$ cat src/rtl/pipeline_ctrl_pkg.sv
// ============================================================================
//  Module      : pipeline_ctrl_pkg
//  Description : Shared definitions for the 5-stage pipeline sequencer:
//                run-state encodings, default watchdog sizing and a
//                saturating-increment helper for the performance counters.
//  Revision    : 1.0  initial release
// ============================================================================
`default_nettype none

package pipeline_ctrl_pkg;

  // Run-state encodings; the debug unit decodes o_state with these values.
  localparam logic [1:0] ST_IDLE = 2'd0;
  localparam logic [1:0] ST_RUN  = 2'd1;
  localparam logic [1:0] ST_STEP = 2'd2;
  localparam logic [1:0] ST_DONE = 2'd3;

  // Default watchdog sizing.
  localparam int STALL_LIMIT_DEF = 16;
  localparam int CNT_W_DEF       = 8;

  // Increment a 32-bit event counter, sticking at all-ones instead of wrapping.
  function automatic logic [31:0] sat_inc32(input logic [31:0] v, input logic en);
    if (en && (v != 32'hFFFF_FFFF)) begin
      return v + 32'd1;
    end
    return v;
  endfunction

endpackage

`default_nettype wire

$ cat src/rtl/stall_watchdog.sv
// ============================================================================
//  Module      : stall_watchdog
//  Description : Counts consecutive hazard-stall cycles while enabled and
//                raises o_trip on the cycle the count reaches STALL_LIMIT
//                with the stall still present. Counter is held at zero while
//                disabled and saturates rather than wrapping.
//  Revision    : 1.0  initial release
// ============================================================================
`default_nettype none

module stall_watchdog
  import pipeline_ctrl_pkg::*;
#(
  parameter int STALL_LIMIT = STALL_LIMIT_DEF,
  parameter int CNT_W       = CNT_W_DEF
) (
  input  logic i_clk,
  input  logic i_rst,
  input  logic i_en,
  input  logic i_stall,
  output logic o_trip
);

  localparam logic [CNT_W-1:0] C_LAST = CNT_W'(STALL_LIMIT - 1);

  logic [CNT_W-1:0] cnt_q;
  logic [CNT_W-1:0] cnt_d;

  // Next count: clears on any non-stall or disabled cycle, sticks at the limit.
  always_comb begin
    cnt_d = '0;
    if (i_en && i_stall) begin
      cnt_d = (cnt_q == C_LAST) ? cnt_q : cnt_q + 1'b1;
    end
  end

  // Counter register.
  always_ff @(posedge i_clk) begin
    if (i_rst) begin
      cnt_q <= '0;
    end else begin
      cnt_q <= cnt_d;
    end
  end

  // Trip on the STALL_LIMIT-th consecutive stall cycle.
  assign o_trip = i_en && i_stall && (cnt_q == C_LAST);

endmodule

`default_nettype wire

$ cat src/rtl/pipeline_ctrl.sv
// ============================================================================
//  Module      : pipeline_ctrl
//  Description : Central sequencer for the PC, IF/ID, ID/EX, EX/MEM and
//                MEM/WB pipeline registers. Arbitrates hazard stall, ID-stage
//                redirect and debug run/step/halt; drives per-stage enables
//                and flushes; tracks run state and a stall watchdog.
//                Optional build macro PIPE_CTRL_PERF_EN adds 32-bit advance,
//                stall and flush cycle counters.
//  Revision    : 1.0  initial release
// ============================================================================
`default_nettype none

module pipeline_ctrl
  import pipeline_ctrl_pkg::*;
#(
  parameter int STALL_LIMIT = STALL_LIMIT_DEF,
  parameter int CNT_W       = CNT_W_DEF
) (
  input  logic        i_clk,
  input  logic        i_rst,
  input  logic        i_hazard_stall,
  input  logic        i_branch_taken,
  input  logic        i_halt_retired,
  input  logic        i_dbg_run,
  input  logic        i_dbg_step,
  input  logic        i_dbg_halt,
  output logic        o_pc_en,
  output logic        o_if_id_en,
  output logic        o_if_id_flush,
  output logic        o_id_ex_en,
  output logic        o_id_ex_flush,
  output logic        o_ex_mem_en,
  output logic        o_mem_wb_en,
  output logic [1:0]  o_state,
  output logic        o_step_done,
  output logic        o_stall_timeout
`ifdef PIPE_CTRL_PERF_EN
  ,
  output logic [31:0] o_cyc_cnt,
  output logic [31:0] o_stall_cnt,
  output logic [31:0] o_flush_cnt
`endif
);

  logic [1:0] state_q;
  logic [1:0] state_d;
  logic       step_done_q;
  logic       timeout_q;
  logic       wd_trip;
  logic       advance;

  assign advance = (state_q == ST_RUN) || (state_q == ST_STEP);

  stall_watchdog #(
    .STALL_LIMIT (STALL_LIMIT),
    .CNT_W       (CNT_W)
  ) u_stall_watchdog (
    .i_clk   (i_clk),
    .i_rst   (i_rst),
    .i_en    (state_q == ST_RUN),
    .i_stall (i_hazard_stall),
    .o_trip  (wd_trip)
  );

  // Stage controls: a stall freezes the front end and bubbles ID/EX, and it
  // overrides a redirect because the branch operands are not yet valid.
  always_comb begin
    o_pc_en       = 1'b0;
    o_if_id_en    = 1'b0;
    o_if_id_flush = 1'b0;
    o_id_ex_en    = 1'b0;
    o_id_ex_flush = 1'b0;
    o_ex_mem_en   = 1'b0;
    o_mem_wb_en   = 1'b0;
    if (advance) begin
      o_pc_en       = !i_hazard_stall;
      o_if_id_en    = !i_hazard_stall;
      o_if_id_flush = !i_hazard_stall && i_branch_taken;
      o_id_ex_en    = 1'b1;
      o_id_ex_flush = i_hazard_stall;
      o_ex_mem_en   = 1'b1;
      o_mem_wb_en   = 1'b1;
    end
  end

  // Next run state; commands not accepted in the current state are dropped.
  always_comb begin
    state_d = state_q;
    case (state_q)
      ST_IDLE: begin
        if (i_dbg_run) begin
          state_d = ST_RUN;
        end else if (i_dbg_step) begin
          state_d = ST_STEP;
        end
      end
      ST_RUN: begin
        if (i_halt_retired) begin
          state_d = ST_DONE;
        end else if (i_dbg_halt || wd_trip) begin
          state_d = ST_IDLE;
        end
      end
      ST_STEP: begin
        state_d = i_halt_retired ? ST_DONE : ST_IDLE;
      end
      default: begin
        state_d = ST_DONE;
      end
    endcase
  end

  // State, step-completion pulse and sticky watchdog flag.
  always_ff @(posedge i_clk) begin
    if (i_rst) begin
      state_q     <= ST_IDLE;
      step_done_q <= 1'b0;
      timeout_q   <= 1'b0;
    end else begin
      state_q     <= state_d;
      step_done_q <= (state_q == ST_STEP);
      timeout_q   <= timeout_q || wd_trip;
    end
  end

  assign o_state         = state_q;
  assign o_step_done     = step_done_q;
  assign o_stall_timeout = timeout_q;

`ifdef PIPE_CTRL_PERF_EN
  logic [31:0] cyc_q;
  logic [31:0] stall_q;
  logic [31:0] flush_q;

  // Performance counters advance only on RUN/STEP cycles.
  always_ff @(posedge i_clk) begin
    if (i_rst) begin
      cyc_q   <= '0;
      stall_q <= '0;
      flush_q <= '0;
    end else begin
      cyc_q   <= sat_inc32(cyc_q, advance);
      stall_q <= sat_inc32(stall_q, advance && i_hazard_stall);
      flush_q <= sat_inc32(flush_q, o_if_id_flush);
    end
  end

  assign o_cyc_cnt   = cyc_q;
  assign o_stall_cnt = stall_q;
  assign o_flush_cnt = flush_q;
`endif

endmodule

`default_nettype wire

$ cat config.mk
export PLATFORM = sky130hd
export DESIGN_NAME = pipeline_ctrl
export DESIGN_NICKNAME = d
export VERILOG_FILES = /design/src/rtl/pipeline_ctrl_pkg.sv /design/src/rtl/stall_watchdog.sv /design/src/rtl/pipeline_ctrl.sv
export SDC_FILE = /design/constraint.sdc
export NUM_CORES = 1
export LEC_CHECK = 0
export ABC_AREA = 1
export CAP_MARGIN = 20
export CELL_PAD_IN_SITES_DETAIL_PLACEMENT = 1
export CELL_PAD_IN_SITES_GLOBAL_PLACEMENT = 1
export CORE_MARGIN = 2
export CORE_UTILIZATION = 41
export DETAILED_ROUTE_END_ITERATION = 8
export DONT_BUFFER_PORTS = 1
export GPL_TIMING_DRIVEN = 0
export PLACE_DENSITY_LB_ADDON = 0.3
export SYNTH_ARGS = -nofsm -noshare
export SYNTH_HDL_FRONTEND = slang
export SYNTH_SLANG_ARGS = --single-unit
$ cat constraint.sdc
create_clock -name i_clk -period 1.5 [get_ports i_clk]
set_input_delay 0.15 -clock i_clk [delete_from_list [all_inputs] [get_ports i_clk]]
set_output_delay 0.15 -clock i_clk [all_outputs]
set_load 0.005 [all_outputs]
==> summary.txt, run 1 <==
Setup path
  • Worst setup path class: reg -> out
  • Worst setup EP type: output port
  • Crit start category: flop
  • Crit-path max FO: 6
  • Arr. time, crit path: 1.31 ns
  • Worst EP required: 1.35 ns

STA
  • RSZ-0062 raised after global routing: true
  • Hold Slack: 0.02720 ns
  • Endpoints failing hold: 0
  • Setup ws final: 0.04166 ns
  • Setup Skew: 0.003837 ns
  • Fmax: 685.7 MHz
  • Worst Max-Slew Pin Slew: 0.2356 ns
  • Period utilization: 97.22%
  • Period minus WS final: 1.458 ns
  • Fin Setup TNS: 0 ns
  • Max Slew Vio Count: 0
  • Slew HR: 84.24%
  • Setup Viol. Count Final: 0

Place
  • Dpl cell area: 689.4 sq um
  • Worst slack at placement: -0.02183 ns
  • Post-DP HPWL: 1041 microns
  • Placed Cells: 107
  • Port bufs: 0
  • Gpl congestion: 0.6858

Pwr
  • P_leak: 0.3137 nW
  • Power Density: 1348 nW/um^2
  • Max VDD drop: 0.7669 mV
  • Pwr Total: 1.043 mW

Route
  • Antenna Nets Post-Route: 0
  • Initial DRT Pass Iterations: 2
  • Vias/cell: 5.152
  • Wire length per cell: 12.68 microns
  • # DRC: 0
  • Starting DRC count in detailed routing: 10
  • Final WL: 1420 microns
  • Via count: 577

GRT
  • Antenna violations before repair: 0
  • Largest net degree at the start of global routing: 8
  • Number of global-route vias before repair: 616
  • First-pass GRT wire length: 2559 microns
  • Gr ovfl total: 0
  • GR Util All Layers: 17.78%

Floorplan
  • Initial Utilization: 43.92%
  • # IOs: 19
  • Rows: 14
  • CORE AREA: 1524 sq um
  • Die area: 1972 sq um
  • DIE WIDTH: 44.41 microns
  • Die height: 44.41 microns

Logic synthesis
  • Cell Area, Synth: 669.4 sq um
  • Synth warn: 0
  • Syn avg cell area: 7.356 sq um
  • FF+latch count, synth: 12
  • Synth unique cells: 22
  • Post-synthesis sequential area ratio: 35.89%
  • Net Count, Synth: 104
  • Cells after Synth: 91

Clocking
  • Htree depth: 1
  • Sink Count: 12
  • Post-CTS Setup Inserts: 0
  • Clock latency on the worst-skew pair: 0.27 ns
  • CTS Buffer Depth: 2
  • Clock tree from TritonCTS: built
  • Clk root buf: clkbuf_4
  • TritonCTS buffer count: 3
  • Worst-path clk slew: 0.07 ns

Finish
  • Layout area overhead: 15.51%
  • Layout cells sized above 1: 23.96%
  • Cell area after layout: 773.2 sq um
  • Multi-input logic area: 372.9 sq um
  • Final Util: 50.74%
  • Reg area: 247.7 sq um
  • Final #Nets: 110
  • Final Non-Filler Cells: 112
  • ANT cells: 0
  • Filler cells: 200
  • Leading cell types in the layout, fill and taps excluded: nand2_1 (14), nor2_1 (14), inv_1 (11)

Job
  • Max-capacitance violation count: 0

Outcome
  • Outcome: finished, final reports clean

Worst hold path
  • Min-delay worst type: in -> reg
## registers in the layout, summed over array words and instances (netlist names)
name and count:
o_stall_timeout 1, u_stall_watchdog.cnt_q 8, o_step_done 1, o_state 2
## synth_stat cells
library cell	number	share of area [%]
ha_1	5	9.3
nand2_2	2	1.9
nand3_1	3	2.2
and2_1	1	0.94
nor3b_1	2	2.2
or2_2	1	0.94
nor2_4	1	1.7
xnor2_1	1	1.3
inv_1	14	7.9
dfxtp_1	12	36
xor2_1	2	2.6
inv_2	1	0.56
nand3_2	1	1.5
o21ai_0	3	2.2
nand2_1	14	7.9
nand4_2	1	1.9
a21oi_1	6	4.5
a31oi_1	1	0.94
buf_4	3	3.4
nor2_1	15	8.4
nor2_2	1	0.94
or2_1	1	0.94
## worst paths after layout
check	startpoint	end	slack, ns	depth (start not counted)
worst max-delay path	o_state[0]$_SDFFE_PP0P_	o_if_id_flush	0.04	5
worst max register to register	u_stall_watchdog.cnt_q[0]$_SDFFE_PP0N_	o_state[0]$_SDFFE_PP0P_	0.18	9
worst min-delay path	i_rst	o_state[1]$_SDFFE_PP0P_	0.03	3
worst min register to register	o_stall_timeout$_SDFF_PP0_	o_stall_timeout$_SDFF_PP0_	0.48	2
## worst max-delay path, cell delays in order (launching register included)
cell and delay (ns):
dfxtp_4 0.39, inv_4 0.05, ha_4 0.31, inv_4 0.04
nor2_4 0.10, and2_4 0.15
## area by class of cell
| cell class | instances | area share, % |
|---|---|---|
| multi-input cells | 61 | 48.22 |
| flip-flops and latches | 12 | 32.04 |
| inverters | 15 | 8.252 |
| clock buffers | 4 | 4.693 |
| plain buffers | 3 | 2.913 |
| well taps | 16 | 2.589 |
| repair buffers | 1 | 1.294 |
## logic make-up after synthesis
group | Yosys count | synth area share, %
simple gates | 43 | 31.40
buf+inv | 18 | 11.77
flops | 12 | 35.89
compound gates | 10 | 7.664
fa+ha+maj | 5 | 9.346
xor+xnor | 3 | 3.926
## metal layers
layer | GRT usage (%) | up-vias | part of all wire [%]
li1 | - | 290 | -
met1 | 19.95 | 278 | 45
met5 | 0 | - | 0
met4 | 5.455 | 0 | 0.63
met2 | 31.18 | 7 | 51
met3 | 6.531 | 2 | 3.4
## timing repair
item,CTS,global route
gates resized for setup,13,2
hold endpoints to repair,2,0
endpoints found under the setup margin,7,2
pin swaps,3,3
cloned,0,0
hold buffers,1,0
## report_power, final
part / internal [mW] / switching (mW)
clock network: 0.148 / 0.111
registers: 0.355 / 0.0400
logic: 0.184 / 0.205
total: 0.686 / 0.356
Note: power is estimated with default switching activity, not from simulation.
==> inputs of run 2 (changes only) <==
--- a/config.mk
+++ b/config.mk
@@ -11,10 +11,12 @@
 export CELL_PAD_IN_SITES_GLOBAL_PLACEMENT = 1
 export CORE_MARGIN = 2
 export CORE_UTILIZATION = 41
+export CTS_BUF_LIST = sky130_fd_sc_hd__clkbuf_16
 export DETAILED_ROUTE_END_ITERATION = 8
 export DONT_BUFFER_PORTS = 1
 export GPL_TIMING_DRIVEN = 0
 export PLACE_DENSITY_LB_ADDON = 0.3
+export REMOVE_ABC_BUFFERS = 1
 export SYNTH_ARGS = -nofsm -noshare
 export SYNTH_HDL_FRONTEND = slang
 export SYNTH_SLANG_ARGS = --single-unit
==> run 2 against run 1 <==
  * Register-to-register slack lost 0.04 ns
  * Sequential cell count is the same
  * Sequential share of layout area shrank 1.1 points
  * Highest routed layer unchanged
==> summary.txt, run 2 (synthesis results as in run 1) <==
Floorplan
  • Rows: 14
  • DIE WIDTH: 44.41 microns
  • Initial Utilization: 43.92%
  • Die area: 1972 sq um
  • Die height: 44.41 microns
  • # IOs: 19
  • CORE AREA: 1524 sq um

STA
  • Setup Skew: 0.0008479 ns
  • Hold Slack: 0.07004 ns
  • Setup Viol. Count Final: 0
  • Max Slew Vio Count: 0
  • Endpoints failing hold: 0
  • Worst Max-Slew Pin Slew: 0.3008 ns
  • Slew HR: 79.87%
  • Fin Setup TNS: 0 ns
  • RSZ-0062 raised after global routing: true
  • Period minus WS final: 1.468 ns
  • Fmax: 681.3 MHz
  • Period utilization: 97.85%

Finish
  • Reg area: 247.7 sq um
  • Max FFs per register: 8
  • ANT cells: 0
  • Filler cells: 196
  • Final Non-Filler Cells: 109
  • Leading cell types in the layout, fill and taps excluded: nand2_1 (14), nor2_1 (14), inv_1 (11)
  • Cell area after layout: 800.8 sq um
  • Layout cells sized above 1: 20.43%
  • Register with the highest flop count: u_stall_watchdog.cnt_q
  • Layout area overhead: 19.63%
  • Final #Nets: 107
  • Multi-input logic area: 380.4 sq um

Clocking
  • Clk root buf: clkbuf_16
  • TritonCTS buffer count: 3
  • Htree depth: 1
  • Sink Count: 12
  • Worst-path clk slew: 0.04 ns
  • CTS Buffer Depth: 2
  • Clock tree from TritonCTS: built
  • Clock latency on the worst-skew pair: 0.24 ns

Setup path
  • Crit start category: flop
  • Worst EP required: 1.35 ns
  • Worst setup EP type: output port
  • Reg-to-reg setup timing slack: 0.14 ns
  • Crit-path max FO: 6
  • Worst setup path class: reg -> out
  • Arr. time, crit path: 1.32 ns

Route
  • Starting DRC count in detailed routing: 4
  • Met3 wire len: 62 microns
  • Via count: 570
  • Routed met2 length: 659 microns
  • Antenna Nets Post-Route: 0
  • Wire length per cell: 13.22 microns
  • Initial DRT Pass Iterations: 3
  • Metal1 wirelength: 700 microns
  • Final WL: 1441 microns
  • Top Layer Used: met4
  • Vias/cell: 5.229
  • # DRC: 0

Place
  • Port bufs: 0
  • Post-DP HPWL: 1051 microns
  • Placed Cells: 104
  • Dpl cell area: 666.9 sq um
  • Gpl congestion: 0.6957

GRT
  • Antenna violations before repair: 0
  • First-pass GRT wire length: 2408 microns
  • Gr ovfl total: 0
  • Number of global-route vias before repair: 559
  • GR Util All Layers: 17.34%
  • Largest net degree at the start of global routing: 8

Pwr
  • Pwr Total: 1.225 mW
  • Power Density: 1529 nW/um^2
  • Max VDD drop: 0.6964 mV
  • P_leak: 0.3166 nW

Outcome
  • Outcome: finished, final reports clean

Job
  • Max-capacitance violation count: 0

Worst hold path
  • Min-delay worst type: in -> reg
==> run 2: cell count changes in the layout (fill, tap and decap cells not counted), sizes merged <==
cell,previous run,this run
buf,3,0
clkinv,0,1
clkbuf,4,3
==> run 2: report_power, final <==
part,total [mW],internal (mW),switching (mW)
registers,0.396,0.357,0.0390
logic,0.339,0.142,0.197
clock network,0.490,0.351,0.139
total,1.22,0.850,0.375
==> run 2: layout make-up <==
class | instances | share of cell area, %
tap | 16 | 2.500
clock inverter | 1 | 0.4688
sequential | 12 | 30.94
timing repair buffer | 1 | 1.250
clock buffer | 3 | 9.375
multi-input combinational | 61 | 47.50
inverter | 15 | 7.969
==> run 2: timing repair <==
item,CTS,global route
buffers inserted,0,0
pin swaps,1,3
endpoints found under the hold margin,2,0
setup endpoints to repair,6,2
hold buffers,1,0
resized for setup,9,7
==> run 2: final timing paths <==
check,start,endpoint,cells past startpoint
worst min register to register,o_stall_timeout$_SDFF_PP0_,o_stall_timeout$_SDFF_PP0_,2
worst max-delay path,o_state[0]$_SDFFE_PP0P_,o_if_id_flush,5
worst min-delay path,i_rst,o_state[1]$_SDFFE_PP0P_,3
worst max register to register,u_stall_watchdog.cnt_q[0]$_SDFFE_PP0N_,o_state[0]$_SDFFE_PP0P_,8
==> run 2: layer usage <==
| metal | vias to the layer above | GRT usage, % |
|---|---|---|
| li1 | 285 | - |
| met1 | 275 | 22.42 |
| met2 | 8 | 25.59 |
| met3 | 2 | 6.939 |
| met4 | 0 | 7.273 |
| met5 | - | 0 |
==> run 2: critical path: stages, from the launching register on <==
cell and delay [ns]:
dfxtp_4 0.37, inv_4 0.05, ha_4 0.32, inv_4 0.04
nor2_4 0.13, and2_4 0.15
==> run 2: metrics by stage <==
| step | util, % | worst slack (ns) |
|---|---|---|
| after global routing | 52.55 | -0.01920 |
| after floorplan | - | 0.09656 |
| final | 52.55 | 0.03225 |
| after CTS | 51.23 | 0.01326 |
| after detailed placement | 43.76 | -0.07658 |
| after global placement | 43.76 | -0.03304 |
